--- src/rtl/io_pkg.sv ---
// Shared sizing and types for the board input conditioner.
package io_pkg;

    localparam int NUM_BTN          = 4;
    localparam int NUM_SW           = 32;
    localparam int DEBOUNCE_DEFAULT = 500000;
    localparam int DEBOUNCE_MAX     = 1 << 20;
    localparam int CNT_W            = $clog2(DEBOUNCE_MAX);

    typedef logic [NUM_BTN-1:0] btn_vec_t;
    typedef logic [NUM_SW-1:0]  sw_vec_t;
    typedef logic [CNT_W-1:0]   cnt_t;

endpackage

--- src/rtl/debounce_bit.sv ---
// One button: 2-flop synchronizer, polarity fix, hold counter, stable level and press pulse.
module debounce_bit
    import io_pkg::*;
#(
    parameter int DEBOUNCE_CYCLES = DEBOUNCE_DEFAULT,
    parameter bit ACTIVE_LOW      = 1'b1
) (
    input  logic i_clk,
    input  logic i_rst_n,
    input  logic i_raw,
    output logic o_stable,
    output logic o_press
);

    localparam cnt_t LAST     = cnt_t'(DEBOUNCE_CYCLES - 1);
    localparam logic IDLE_LVL = ACTIVE_LOW;

    logic [1:0] sync;
    logic       synced;
    cnt_t       cnt;

    // Synchronizer idles at the released level so reset never looks like a press.
    always_ff @(posedge i_clk or negedge i_rst_n) begin
        if (!i_rst_n) sync <= {2{IDLE_LVL}};
        else          sync <= {sync[0], i_raw};
    end

    assign synced = sync[1] ^ ACTIVE_LOW;

    always_ff @(posedge i_clk or negedge i_rst_n) begin
        if (!i_rst_n) begin
            cnt      <= '0;
            o_stable <= 1'b0;
            o_press  <= 1'b0;
        end else begin
            o_press <= 1'b0;
            if (synced == o_stable) begin
                cnt <= '0;
            end else if (cnt < LAST) begin
                cnt <= cnt + 1'b1;
            end else begin
                cnt      <= '0;
                o_stable <= synced;
                o_press  <= synced;
            end
        end
    end

endmodule

--- src/rtl/io_input_conditioner.sv ---
// Debounces raw board switches and buttons for the CPU IO port; adds press pulses and sticky flags.
module io_input_conditioner
    import io_pkg::*;
#(
    parameter int DEBOUNCE_CYCLES = DEBOUNCE_DEFAULT,
    parameter bit BTN_ACTIVE_LOW  = 1'b1
) (
    input  logic               i_clk,
    input  logic               i_rst_n,
    input  logic [NUM_SW-1:0]  i_sw_raw,
    input  logic [NUM_BTN-1:0] i_btn_raw,
    input  logic [NUM_BTN-1:0] i_btn_clr,
    output logic [NUM_SW-1:0]  o_io_sw,
    output logic [NUM_BTN-1:0] o_io_btn,
    output logic [NUM_BTN-1:0] o_btn_press,
    output logic [NUM_BTN-1:0] o_btn_sticky
);

    localparam cnt_t LAST = cnt_t'(DEBOUNCE_CYCLES - 1);

    genvar gi;
    generate
        for (gi = 0; gi < NUM_BTN; gi++) begin : g_btn
            debounce_bit #(
                .DEBOUNCE_CYCLES (DEBOUNCE_CYCLES),
                .ACTIVE_LOW      (BTN_ACTIVE_LOW)
            ) u_db (
                .i_clk    (i_clk),
                .i_rst_n  (i_rst_n),
                .i_raw    (i_btn_raw[gi]),
                .o_stable (o_io_btn[gi]),
                .o_press  (o_btn_press[gi])
            );
        end
    endgenerate

    // A press arriving together with a clear keeps the flag set.
    always_ff @(posedge i_clk or negedge i_rst_n) begin
        if (!i_rst_n) o_btn_sticky <= '0;
        else          o_btn_sticky <= o_btn_press | (o_btn_sticky & ~i_btn_clr);
    end

    sw_vec_t sw_sync1, sw_sync2, sw_prev, sw_agree;
    cnt_t    tick_cnt;
    logic    tick;

    assign tick     = (tick_cnt == LAST);
    assign sw_agree = ~(sw_sync2 ^ sw_prev);

    always_ff @(posedge i_clk or negedge i_rst_n) begin
        if (!i_rst_n) begin
            tick_cnt <= '0;
            sw_sync1 <= '0;
            sw_sync2 <= '0;
        end else begin
            tick_cnt <= tick ? '0 : tick_cnt + 1'b1;
            sw_sync1 <= i_sw_raw;
            sw_sync2 <= sw_sync1;
        end
    end

    // A switch bit moves only when two samples one tick apart agree.
    always_ff @(posedge i_clk or negedge i_rst_n) begin
        if (!i_rst_n) begin
            sw_prev <= '0;
            o_io_sw <= '0;
        end else if (tick) begin
            sw_prev <= sw_sync2;
            o_io_sw <= (sw_sync2 & sw_agree) | (o_io_sw & ~sw_agree);
        end
    end

endmodule
--- config.mk ---
export PLATFORM = sky130hd
export DESIGN_NAME = io_input_conditioner
export DESIGN_NICKNAME = d
export VERILOG_FILES = /design/src/rtl/io_pkg.sv /design/src/rtl/debounce_bit.sv /design/src/rtl/io_input_conditioner.sv
export SDC_FILE = /design/constraint.sdc
export NUM_CORES = 1
export LEC_CHECK = 0
export BUFFER_PORTS_ARGS = -buffer_cell sky130_fd_sc_hd__buf_2
export CORE_MARGIN = 4
export CORE_UTILIZATION = 59
export CTS_CLUSTER_SIZE = 24
export DETAILED_ROUTE_END_ITERATION = 10
export PLACE_DENSITY = 0.86
export SLEW_MARGIN = 10
export SYNTH_ARGS = -nofsm -noshare
export SYNTH_HDL_FRONTEND = slang
export SYNTH_HIERARCHICAL = 1
export SYNTH_SLANG_ARGS = --single-unit
--- constraint.sdc ---
create_clock -name i_clk -period 2.25 [get_ports i_clk]
set_input_delay 0.1125 -clock i_clk [delete_from_list [all_inputs] [get_ports i_clk]]
set_output_delay 0.1125 -clock i_clk [all_outputs]
set_load 0.005 [all_outputs]
Yosys cells after proc, flatten, opt, wreduce, memory -nomap -nowiden
Cells that the tools add are included.
{"block": "totals", "latch_bits": 0, "reg_bits": 248, "memories": 0, "wordCells": 78, "ramBits": 0, "romBits": 0, "out_inout_bits": 44}
{"block": "op_classes", "mul": 0, "n_eq_ne": 5, "n_mux": 17, "bitwise_logic": 21, "reduce_logical": 4, "div": 0, "magnitude_cmp": 4, "n_shift": 0, "addsub": 5}
{"operator": "2-to-1 mux 20 bit", "n": 9}
{"operator": "adder 20 x 1 -> 20 bit (second input constant)", "n": 5}
{"operator": "< comparator 20 x 19 -> 1 bit (second input constant)", "n": 4}
{"operator": "AND 32 bit", "n": 2}
{"operator": "inverter 32 bit", "n": 2}
{"operator": "bitwise OR 32 bit", "n": 1}
{"operator": "XOR 32 bit", "n": 1}
{"operator": "equality test 20 x 19 -> 1 bit (second input constant)", "n": 1}
{"operator": "inverter 1 bit", "n": 12}
{"operator": "2-to-1 mux 1 bit", "n": 8}
{"operator": "AND reduction 2 bit", "n": 4}
{"operator": "AND 4 bit", "n": 1}
{"operator": "equality test 1 bit", "n": 4}
{"operator": "inverter 4 bit", "n": 1}
{"operator": "bitwise OR 4 bit", "n": 1}

Longest topological paths before layout
Gate-level depths: netlist (run 1).
{"block": "depth", "word_depth": 5, "mapped_depth": 8, "depth_no_buf": 6}

Hierarchy
The synthesis (run 1) kept the hierarchy.
{"mod": "io_input_conditioner", "n_inst": 1, "cells_per_inst": 400, "seq_area_each_um2": 3803.6, "area_each_um2": 5445.2}
{"mod": "debounce_bit", "n_inst": 4, "cells_per_inst": 112, "seq_area_each_um2": 603.1, "area_each_um2": 1132.3}

Least setup slack after synthesis (run 1)
Ideal clock, no wire load.
{"block": "synth_path", "path_type": "register to register", "start": "reg g_btn[0].u_db.cnt[6]", "end": "reg g_btn[0].u_db.cnt[10]", "required_ns": 2.131, "path_slack_ns": 0.213, "period_less_slack_ns": 2.037, "t_arrival_ns": 1.918, "stages_incl_launch_ff": 7, "cell_sequence": "dfrtp_1 -> or4b_1 -> or4_1 -> a21o_1 -> nand2_2 -> buf_6 -> nor2_1"}
{"block": "synth_via", "elab_chain_len": 3, "word_cells_on_any_way": 4, "classes_between": "add/sub: 1; order compare: 1; mux: 2"}
{"element": "start, declared", "line": "debounce_bit.sv:20", "source": "cnt_t cnt;"}
{"element": "start signal, assigned", "line": "debounce_bit.sv:40", "source": "cnt <= cnt + 1'b1;"}
{"element": "adder 20 x 1 -> 20 bit / < comparator 20 x 19 -> 1 bit (equally long branches)", "line": "debounce_bit.sv:40, debounce_bit.sv:39"}
{"element": "2-to-1 mux 20 bit (*)", "line": "debounce_bit.sv:39", "source": "end else if (cnt < LAST) begin"}
{"element": "2-to-1 mux 20 bit (*)", "line": "debounce_bit.sv:37", "source": "if (synced == o_stable) begin"}
Every way passes the cells marked *; elsewhere a longest branch is shown, timed or not.
A chain may end at the register's enable or synchronous reset.

Worst setup path after layout (run 1)
{"block": "layout_path", "start": "reg g_btn[2].u_db.cnt[6]", "end": "reg g_btn[2].u_db.cnt[16]"}
{"block": "layout_via", "elab_chain_len": 3, "word_cells_on_any_way": 4, "classes_between": "add/sub: 1; order compare: 1; mux: 2"}
{"element": "start, declared", "line": "debounce_bit.sv:20"}
{"element": "start signal, assigned", "line": "debounce_bit.sv:40"}
{"element": "adder 20 x 1 -> 20 bit / < comparator 20 x 19 -> 1 bit (equally long branches)", "line": "debounce_bit.sv:40, debounce_bit.sv:39"}
{"element": "2-to-1 mux 20 bit (*)", "line": "debounce_bit.sv:39"}
{"element": "2-to-1 mux 20 bit (*)", "line": "debounce_bit.sv:37"}
Marked as above.

==> results of run 1 <==
## worst paths after layout
check                      depth (start not counted)  slack [ns]                            from                         endpoint
setup reg to reg                                   5        0.12  g_btn[2].u_db/cnt[6]$_DFF_PN0_  g_btn[2].u_db/cnt[16]$_DFF_PN0_
max in group asynchronous                          3        1.25                         i_rst_n  g_btn[0].u_db/cnt[14]$_DFF_PN0_
hold reg to reg                                    0        0.34          sw_sync1[17]$_DFF_PN0_           sw_sync2[17]$_DFF_PN0_
min in group i_clk                                 2        0.24                    i_sw_raw[14]           sw_sync1[14]$_DFF_PN0_
hold / removal                                     2        0.18                         i_rst_n   g_btn[2].u_db/cnt[3]$_DFF_PN0_
setup / recovery                                   5        0.12  g_btn[2].u_db/cnt[6]$_DFF_PN0_  g_btn[2].u_db/cnt[16]$_DFF_PN0_
## power by group
part / leakage, µW / switching [µW] / total [µW] / internal [µW]
Combinational: 0.00186 / 186 / 326 / 140
Sequential: 0.00325 / 69.2 / 4630 / 4570
Clock: 0.000442 / 1720 / 4520 / 2800
## placed cells by master (no fill, tap or decap), drive strengths merged, types with 31 or more instances in the layout
cell | Yosys | routed
dfrtp | 240 | 240
xnor2 | 40 | 40
nand2 | 68 | 68
nand4 | 31 | 31
buf | 13 | 127
mux2 | 32 | 32
xor2 | 46 | 46
nand3 | 31 | 31
o211ai | 32 | 32
o21ai | 65 | 65
dlygate4sd3 | 0 | 41
nor2 | 97 | 97
## Yosys cell counts, types with 5 or more instances
master,instances,area [µm²]
nor2_1,96,360.4
buf_6,8,90.09
nand2_1,64,240.2
or4_1,6,45.04
nor4_1,13,81.33
a21o_1,8,60.06
and2_1,5,31.28
nand4_1,30,187.7
or3_1,9,56.30
dfrtp_1,240,6006
o211ai_1,31,232.7
and3_1,13,81.33
o21ai_0,65,325.3
clkbuf_1,6,22.52
nor3_1,9,45.04
ha_1,5,62.56
inv_1,21,78.83
dfstp_2,8,210.2
mux2_2,30,337.8
xnor2_1,40,350.3
o311a_1,8,80.08
a21oi_1,11,55.05
xor2_1,46,402.9
nand3_1,31,155.2
## metal layers
layer,part of all wire (%),track usage [%]
met1,42,29.76
met2,51,39.52
met3,3.8,3.315
met4,3.8,9.308
met5,0,0
## through the flow
stage / hold WS (ns) / setup WS, ns / instance area [µm²]
global route: 0.2234 / 0.003197 / 12240
CTS: 0.2100 / 0.05374 / 12220
finish: 0.1804 / 0.1182 / 12240
global placement: 0.1470 / 0.1846 / 10910
detailed placement: 0.1508 / 0.1253 / 10910
floorplan: -0.1831 / 0.2131 / 9975
## kinds of logic after synthesis
family	synth area share (%)
simple gates	15.09
flops	62.32
compound gates	8.003
xor+xnor	7.552
buf+inv	2.245
mux	4.014
fa+ha+maj	0.6272
other cells	0.1505
## timing repair
| action | CTS | global route |
|---|---|---|
| setup endpoints to repair | 0 | 11 |
| endpoints found under the hold margin | 115 | 0 |
| gates resized for setup | 0 | 3 |
| hold buffers | 41 | 0 |
## critical path, delay by kind of cell (launching register included)
kind            cells  cell delay, ns
compound gates      1            0.22
flops               1            0.38
simple gates        4            1.41
## final cells by class
type / count / area, µm²
Tap cell: 220 / 275.3
Fill cell: 1080 / 4347
Timing Repair Buffer: 168 / 1211
Clock buffer: 29 / 660.6
Inverter: 21 / 78.83
Sequential cell: 248 / 6216
Multi-Input combinational cell: 560 / 3552
Clock inverter: 16 / 242.7
==> reports/metrics.cfg, run 1 <==
[run_status]
status = finished clean

[global_route]
antenna_found_initial = 0
grt_pass1_wl_um = 36760
grt_max_degree = 83
grt_usage_pct = 23.02
grt_pass1_vias = 7512
grt.overflow.total = 0

[clocking]
clk_latency_ns = 0.51
cts_tree = yes
htreeDepth = 1
cts_sinks = 248
numCtsBuffers = 25
clk_pin_slew_ns = 0.07
clockBufferDepth = 3
cts_root_buf = clkbuf_16
postCtsSetupRepairBufs = 0

[route]
drt_iter0_drc = 464
wl_um = 21540
drtPass1Iterations = 6
wl_per_cell_um = 17.07
viasPerCell = 5.645
via_count = 7124
drc_errors = 0
postRouteAntennaNets = 0

[critical_path]
cp.arrival_ns = 2.51
critPathKind = flop to flop
cp-end-kind = flop
cp-start-kind = flop
required_ns = 2.63
cp_slowest_stage_delay_ns = 0.51
cp_cell_sequence = or4b_1, or4_1, a21o_1, nand2_2, nor2_1
crit_fanout = 18
crit_slowest_cell = or4b_1

[min_path]
min_path_type = primary input to async pin

[final_layout]
num-nets-final = 1071
utilization_pct = 73.79
drive_gt1_share_pct = 21.40
syn_to_final_growth_pct = 22.68
stdcell_count = 1262
n_antenna_cell = 0

[placed_design]
place_hpwl_um = 13120
dp.cells = 1176
port_buffers = 85
gp_congestion = 0.8371

[pwr]
max-vdd-ir-drop_mv = 0.6672
power_density_nw_per_um2 = 774.6
p_leak_uw = 0.005548
total_power_uw = 9479

[logic_synthesis]
synth_edf_count = 0
avgSynthCellArea_um2 = 11.76
ys_types = 42
synth_nets = 895
synth_cells = 848
ys.flop_type = dfrtp_1
ys_ff_latch = 248
syn_area_um2 = 9975
seq_area_frac_synth_pct = 62.32
yosys_warnings = 6
synthArstFlopShare_pct = 100.0

[timing]
final-max-slew-violation-count = 0
setup-violations-final = 0
finalCritPeriodShare_pct = 94.74
slew_headroom_pct = 58.51
fin_tns_setup_ns = 0
hold_viol_final = 0
fmax_mhz = 469.1
worstMarginPinSlew_ns = 0.6223
rsz0062_at_grt = no
skew_ns = 0.01106
finalWorstPathRequiredPeriod_ns = 2.132

[floorplanning]
dieArea_um2 = 19050
ios = 86
die_w_um = 138.0
rows = 47
core-area_um2 = 16580
die_h_um = 138.0
start_util_pct = 60.15

[flow_run]
maxCapViolations = 0

No activity file was read; power rests on OpenSTA's default activity.
==> inputs of run 2 (changes only) <==
ABC_CLOCK_PERIOD_IN_PS = 2500   (was unset)
CORE_UTILIZATION = 64   (was 59)
PLACE_DENSITY = 0.92   (was 0.86)
clock period = 2.5 ns   (was 2.25 ns; I/O delays follow)
==> run 2 against run 1 <==
  * Global-route usage rose by 1.4 points
  * Die area decreased by 7.4%
  * Clock skew grew 0.0096 ns
  * Combinational power shrank 11%
  * Final cell count decreased by 3.1%
  * Wire length decreased by 1.7%
==> reports/metrics.cfg, run 2 (synthesized netlist as in run 1, its figures left out) <==
[final_layout]
n_antenna_cell = 0  ; unchanged
layout_common_cells = dfrtp_1, nor2_1, buf_2
fillerInstances = 876  ; -19%
num-nets-final = 1043  ; -2.6%
fin_area_um2 = 11840  ; -3.2%
drive_gt1_share_pct = 18.38  ; -3.0 points
syn_to_final_growth_pct = 18.72
stdcell_count = 1223  ; -3.1%
layout_commonest_cell = dfrtp_1

[route]
wl_per_cell_um = 17.31  ; +1.4%
wl_um = 21180  ; -1.7%
via_count = 7032  ; -1.3%
viasPerCell = 5.750  ; +1.9%
drc_errors = 0  ; unchanged
drtPass1Iterations = 5  ; -1
drt_iter0_drc = 460  ; -0.86%
postRouteAntennaNets = 0  ; unchanged

[global_route]
grt_pass1_vias = 7356  ; -2.1%
use_met3_pct = 3.118  ; -0.20 points
antenna_found_initial = 0  ; unchanged
grt_usage_pct = 24.45  ; +1.4 points
gr-usage-met2_pct = 43.85  ; +4.3 points
grt.overflow.total = 0  ; unchanged
grt_max_degree = 91  ; +9.6%
busiest_layer = met2
met1_usage_pct = 30.75  ; +0.99 points
grt_pass1_wl_um = 35670  ; -3.0%

[critical_path]
cp_cell_sequence = or4b_1, or4_1, a21o_1, nand2_2, nor2_1
rr_endpoint = g_btn[2].u_db/cnt[4]$_DFF_PN0_
cp.arrival_ns = 2.60  ; +0.09 ns
required_ns = 2.88  ; +0.25 ns
ff2ff_setup_slack_ns = 0.27  ; +0.15 ns
cp_slowest_stage_delay_ns = 0.52  ; about the same
critPathBufInv = 0  ; unchanged
crit_fanout = 18  ; unchanged
critPathKind = flop to flop
critical-path-top-delay-family = simple AND/OR/NAND/NOR gates
cp-end-kind = flop
cp-start-kind = flop
crit_slowest_cell = or4b_1
ff2ff_path_depth = 5  ; unchanged
r2r_start = g_btn[2].u_db/cnt[6]$_DFF_PN0_

[timing]
fin_tns_setup_ns = 0  ; unchanged
skew_ns = 0.02065  ; +0.009594 ns
hold_viol_final = 0  ; unchanged
worstMarginPinSlew_ns = 0.6876  ; +0.06535 ns
slew_headroom_pct = 54.16  ; -4.4 points
rsz0062_at_grt = no
fmax_mhz = 449.0  ; -4.3%
setup-violations-final = 0  ; unchanged
setup_ws_ns = 0.2727  ; +0.1544 ns
final-max-slew-violation-count = 0  ; unchanged
finalCritPeriodShare_pct = 89.09  ; -5.7 points
finalWorstPathRequiredPeriod_ns = 2.227  ; +0.09559 ns

[floorplanning]
die_w_um = 132.8  ; -3.8%
start_util_pct = 65.37  ; +5.2 points
rows = 45  ; -4.3%
die_h_um = 132.8  ; -3.8%
dieArea_um2 = 17650  ; -7.4%
ios = 86  ; unchanged
core-area_um2 = 15260  ; -8.0%

[clocking]
cts_tree = yes
cts_root_buf = clkbuf_16
clk_pin_slew_ns = 0.06  ; about the same
post_cts_resized = 0  ; unchanged
cts_sinks = 248  ; unchanged
clockBufferDepth = 3  ; unchanged
postCtsSetupRepairBufs = 0  ; unchanged
htreeDepth = 1  ; unchanged
numCtsBuffers = 24  ; -4.0%
clk_latency_ns = 0.52  ; about the same
postCtsHoldBufs = 41  ; unchanged

[min_path]
min_path_type = primary input to async pin

[placed_design]
place_area_um2 = 10670  ; -2.2%
gp_congestion = 0.8417  ; +0.55%
place_worst_setup_slack_ns = 0.2996  ; +0.1743 ns
port_buffers = 85  ; unchanged
dp.cells = 1140  ; -3.1%
place_hpwl_um = 12530  ; -4.5%

[flow_run]
maxCapViolations = 0  ; unchanged

[pwr]
p_leak_uw = 0.005322  ; -4.1%
power_density_nw_per_um2 = 671.7  ; -13%
total_power_uw = 7953  ; -16%
max-vdd-ir-drop_mv = 0.5864  ; -12%

[run_status]
status = finished clean

[run 2: cell types whose count changed in the layout (fill, tap and decap cells not counted), sizes merged]
cell,change
buf,-27
bufinv,-4
clkbuf,+5
clkinv,-1
clkinvlp,-2
inv,-1
[run 2: worst reg2reg max path, delay by kind of cell, from the launching register on]
family,cells,cell delay [ns]
AOI/OAI and AO/OA,1,0.23
and+or+nand+nor,4,1.43
DFF,1,0.44
[run 2: through the flow]
stage / hold WS (ns) / util (%)
after floorplan: -0.1706 / -
after global placement: 0.1888 / 69.94
after detailed placement: 0.1718 / 69.94
after CTS: 0.2307 / 77.61
after global routing: 0.2448 / 77.61
final: 0.2169 / 77.61
[run 2: report_power, final]
group | total [µW] | switching, µW | internal [µW]
logic | 290 | 169 | 120
registers | 4170 | 61.6 | 4110
clock network | 3490 | 1450 | 2040
total | 7950 | 1680 | 6270
[run 2: worst max-delay path by stage]
stage                                         startpoint                              end  slack, ns  depth (start not counted)
after floorplan           g_btn[0].u_db/cnt[6]$_DFF_PN0_  g_btn[0].u_db/cnt[10]$_DFF_PN0_       0.46                          6
after global placement    g_btn[1].u_db/cnt[6]$_DFF_PN0_   g_btn[1].u_db/cnt[9]$_DFF_PN0_       0.37                          5
after detailed placement  g_btn[0].u_db/cnt[7]$_DFF_PN0_  g_btn[0].u_db/cnt[11]$_DFF_PN0_       0.30                          5
after CTS                 g_btn[0].u_db/cnt[6]$_DFF_PN0_   g_btn[0].u_db/cnt[3]$_DFF_PN0_       0.27                          5
after global routing      g_btn[2].u_db/cnt[6]$_DFF_PN0_   g_btn[2].u_db/cnt[5]$_DFF_PN0_       0.14                          5
final                     g_btn[2].u_db/cnt[6]$_DFF_PN0_   g_btn[2].u_db/cnt[4]$_DFF_PN0_       0.27                          5
[run 2: layout make-up]
type / count / area, µm² / share of cell area [%]
clock buffer: 34 / 658.1 / 5.558
clock inverter: 8 / 101.3 / 0.8559
tap: 211 / 264.0 / 2.229
multi-input combinational: 560 / 3540 / 29.89
inverter: 21 / 78.83 / 0.6657
timing repair buffer: 141 / 983.4 / 8.305
sequential: 248 / 6216 / 52.49
[run 2: layer usage]
layer  wire length, µm  share of wire [%]
met5                 0                  0
met4               625                3.0
met3               868                4.1
met2             11160                 53
met1              8523                 40
==> inputs of run 3 (changes only) <==
GPL_ROUTABILITY_DRIVEN = 0   (was unset)
REMOVE_ABC_BUFFERS = 1   (was unset)
SYNTH_HIERARCHICAL = unset   (was 1)
==> run 3 against run 2 <==
  * Power increased by 4.9%
  * Core utilization shrank 0.29 points
  * Flip-flop and latch count did not move
  * Non-clock buffer count is 1 higher
  * Via count increased by 7.4%
  * First-iteration DRC count grew 4.1%
  * Critical path depth is the same
  * Register-to-register slack worse by 0.15 ns
  * Fmax shrank 6.2%
  * Sequential power barely moved
  * Count of clock-buffer cells in the layout is 3 higher
  * Synthesized area rose by 3.1%
  * Largest cell class unchanged
  * Largest power group unchanged
==> reports/metrics.cfg, run 3 <==
[timing]
setup_ws_ns = 0.1258  ; -0.1468 ns
worstMarginPinSlew_ns = 0.8347  ; +0.1471 ns
finalCritPeriodShare_pct = 94.97  ; +5.9 points
slew_headroom_pct = 43.92  ; -10 points
setup-violations-final = 0  ; unchanged
finalWorstPathRequiredPeriod_ns = 2.374  ; +0.1468 ns
skew_ns = 0.01383  ; -0.006824 ns
fmax_mhz = 421.2  ; -6.2%
rsz0062_at_grt = no
hold_viol_final = 0  ; unchanged
final-max-slew-violation-count = 0  ; unchanged

[final_layout]
stdcell_count = 1278  ; +4.5%
utilization_pct = 77.32  ; -0.29 points
drive_gt1_share_pct = 16.01  ; -2.4 points
num-nets-final = 1090  ; +4.5%
layout_commonest_cell = dfrtp_1
syn_to_final_growth_pct = 18.96
n_antenna_cell = 0  ; unchanged
layout_common_cells = dfrtp_1, buf_2, nor2_1

[floorplanning]
rows = 46  ; +2.2%
start_util_pct = 65.00  ; -0.38 points
core-area_um2 = 15830  ; +3.7%
ios = 86  ; unchanged
die_h_um = 134.8  ; +1.5%
dieArea_um2 = 18170  ; +2.9%
die_w_um = 134.8  ; +1.5%

[logic_synthesis]
yosys.area_share.simple_pct = 17.17  ; +2.1 points
synth_edf_count = 0  ; unchanged
syn_area_um2 = 10290  ; +3.1%
synthTopCellsByArea = dfrtp_1, xnor2_1, o22a_1
synth_top_area_share_pct = 58.38  ; -1.8 points
ys_ff_latch = 248  ; unchanged
seq_area_frac_synth_pct = 60.42  ; -1.9 points
synthAdderAreaFrac_pct = 0.6081  ; -0.019 points
synthXorXnorAreaFrac_pct = 5.534  ; -2.0 points
ys.flop_type = dfrtp_1
yosys_warnings = 0  ; -6
ys_types = 49  ; +17%
yosysMostFrequentCell = dfrtp_1
avgSynthCellArea_um2 = 11.27  ; -4.2%
synth_cells = 913  ; +7.7%
yosys-mux-area-fraction_pct = 0.4865  ; -3.5 points
yosys-top-cells-count = dfrtp_1, nor2_1, inv_1
yosysTopAreaCell = dfrtp_1
synth_compound_area_share_pct = 11.40  ; +3.4 points
synthArstFlopShare_pct = 100.0  ; unchanged
synth_top_family_by_area = simple AND/OR/NAND/NOR gates

[critical_path]
cp_slowest_stage_delay_ns = 0.74  ; +0.22 ns
required_ns = 2.90  ; +0.02 ns
cp-start-kind = flop
crit_fanout = 69  ; +51
crit_slowest_cell = nor4b_1
cp_cell_sequence = nor4b_1, nand3_4, buf_4, o31a_1, o22a_1
critical-path-top-delay-family = simple AND/OR/NAND/NOR gates
critPathBufInv = 1  ; +1
cp-end-kind = flop
cp.arrival_ns = 2.77  ; +0.17 ns
critPathKind = flop to flop

[min_path]
min_path_type = primary input to async pin

[pwr]
power_density_nw_per_um2 = 681.9  ; +1.5%
p_leak_uw = 0.006020  ; +13%
total_power_uw = 8345  ; +4.9%
max-vdd-ir-drop_mv = 0.5310  ; -9.4%

[route]
postRouteAntennaNets = 0  ; unchanged
via_count = 7553  ; +7.4%
drc_errors = 0  ; unchanged
wl_per_cell_um = 17.51  ; +1.1%
wl_um = 22380  ; +5.7%
drtPass1Iterations = 5  ; unchanged
viasPerCell = 5.910  ; +2.8%
drt_iter0_drc = 479  ; +4.1%

[clocking]
cts_tree = yes
numCtsBuffers = 26  ; +8.3%
cts_root_buf = clkbuf_16
clk_pin_slew_ns = 0.06  ; about the same
cts_sinks = 248  ; unchanged
clockBufferDepth = 3  ; unchanged
htreeDepth = 1  ; unchanged
clk_latency_ns = 0.52  ; about the same

[global_route]
met1_usage_pct = 32.63  ; +1.9 points
grt_max_degree = 88  ; -3.3%
use_met3_pct = 3.763  ; +0.65 points
antenna_found_initial = 0  ; unchanged
grt_usage_pct = 25.46  ; +1.0 points
busiest_layer = met2
grt_pass1_vias = 7844  ; +6.6%
grt.overflow.total = 0  ; unchanged
grt_pass1_wl_um = 37870  ; +6.2%
gr-usage-met2_pct = 43.47  ; -0.38 points

[run_status]
status = finished clean

[placed_design]
place_hpwl_um = 12710  ; +1.5%
dp.cells = 1190  ; +4.4%
place_worst_setup_slack_ns = 0.3819  ; +0.08233 ns
port_buffers = 85  ; unchanged

[flow_run]
maxCapViolations = 0  ; unchanged

## run 3: worst paths after layout
path                                        start                         endpoint  slack, ns  depth (start not counted)
setup reg to reg            tick_cnt[6]$_DFF_PN0_                             flop       0.13                          5
hold reg to reg            sw_sync1[26]$_DFF_PN0_           sw_sync2[26]$_DFF_PN0_       0.35                          0
max in group asynchronous                 i_rst_n           sw_sync1[21]$_DFF_PN0_       1.59                          3
setup / recovery            tick_cnt[6]$_DFF_PN0_                             flop       0.13                          5
min in group i_clk                   i_btn_raw[3]  g_btn[3].u_db.sync[0]$_DFF_PN1_       0.24                          2
hold / removal                            i_rst_n                        async pin       0.15                          2
## run 3: kinds of logic after synthesis
logic type / Yosys count
buf+inv: 99
xor+xnor: 65
compound gates: 168
simple gates: 322
mux: 5
fa+ha+maj: 5
other cells: 1
flops: 248
## run 3: cell type report
cell class              instances  area, µm²
multi-input cells             569       3656
well taps                     216      270.3
fillers                       919       3590
flip-flops and latches        248       6216
repair buffers                142       1003
clock inverters                10      88.84
inverters                      56      210.2
clock buffers                  37      793.3
## run 3: metrics by stage
step                instance area, µm²  hold WS [ns]  TNS (ns)
floorplan                        10060       -0.1706    -55.92
global placement                 10950        0.1133         0
detailed placement               10950        0.1192         0
CTS                              12240        0.1725         0
global route                     12240        0.2059         0
finish                           12240        0.1498         0
## run 3: what timing repair did
item,4_1_cts,5_1_grt
hold buffers,41,0
resized for setup,0,0
hold endpoints to repair,103,0
buffers inserted,0,0
## run 3: power breakdown
group          switching (µW)  internal [µW]  total, µW
sequential               56.7           4110       4170
combinational             180            131        311
clock                    1550           2310       3870
## run 3: layer usage
layer / vias to the layer above / routed length [µm] / part of all wire, %
met1: 3728 / 9034 / 40
met5: - / 0 / 0
met2: 265 / 11390 / 51
li1: 3476 / - / -
met3: 84 / 1039 / 4.6
met4: 0 / 915 / 4.1
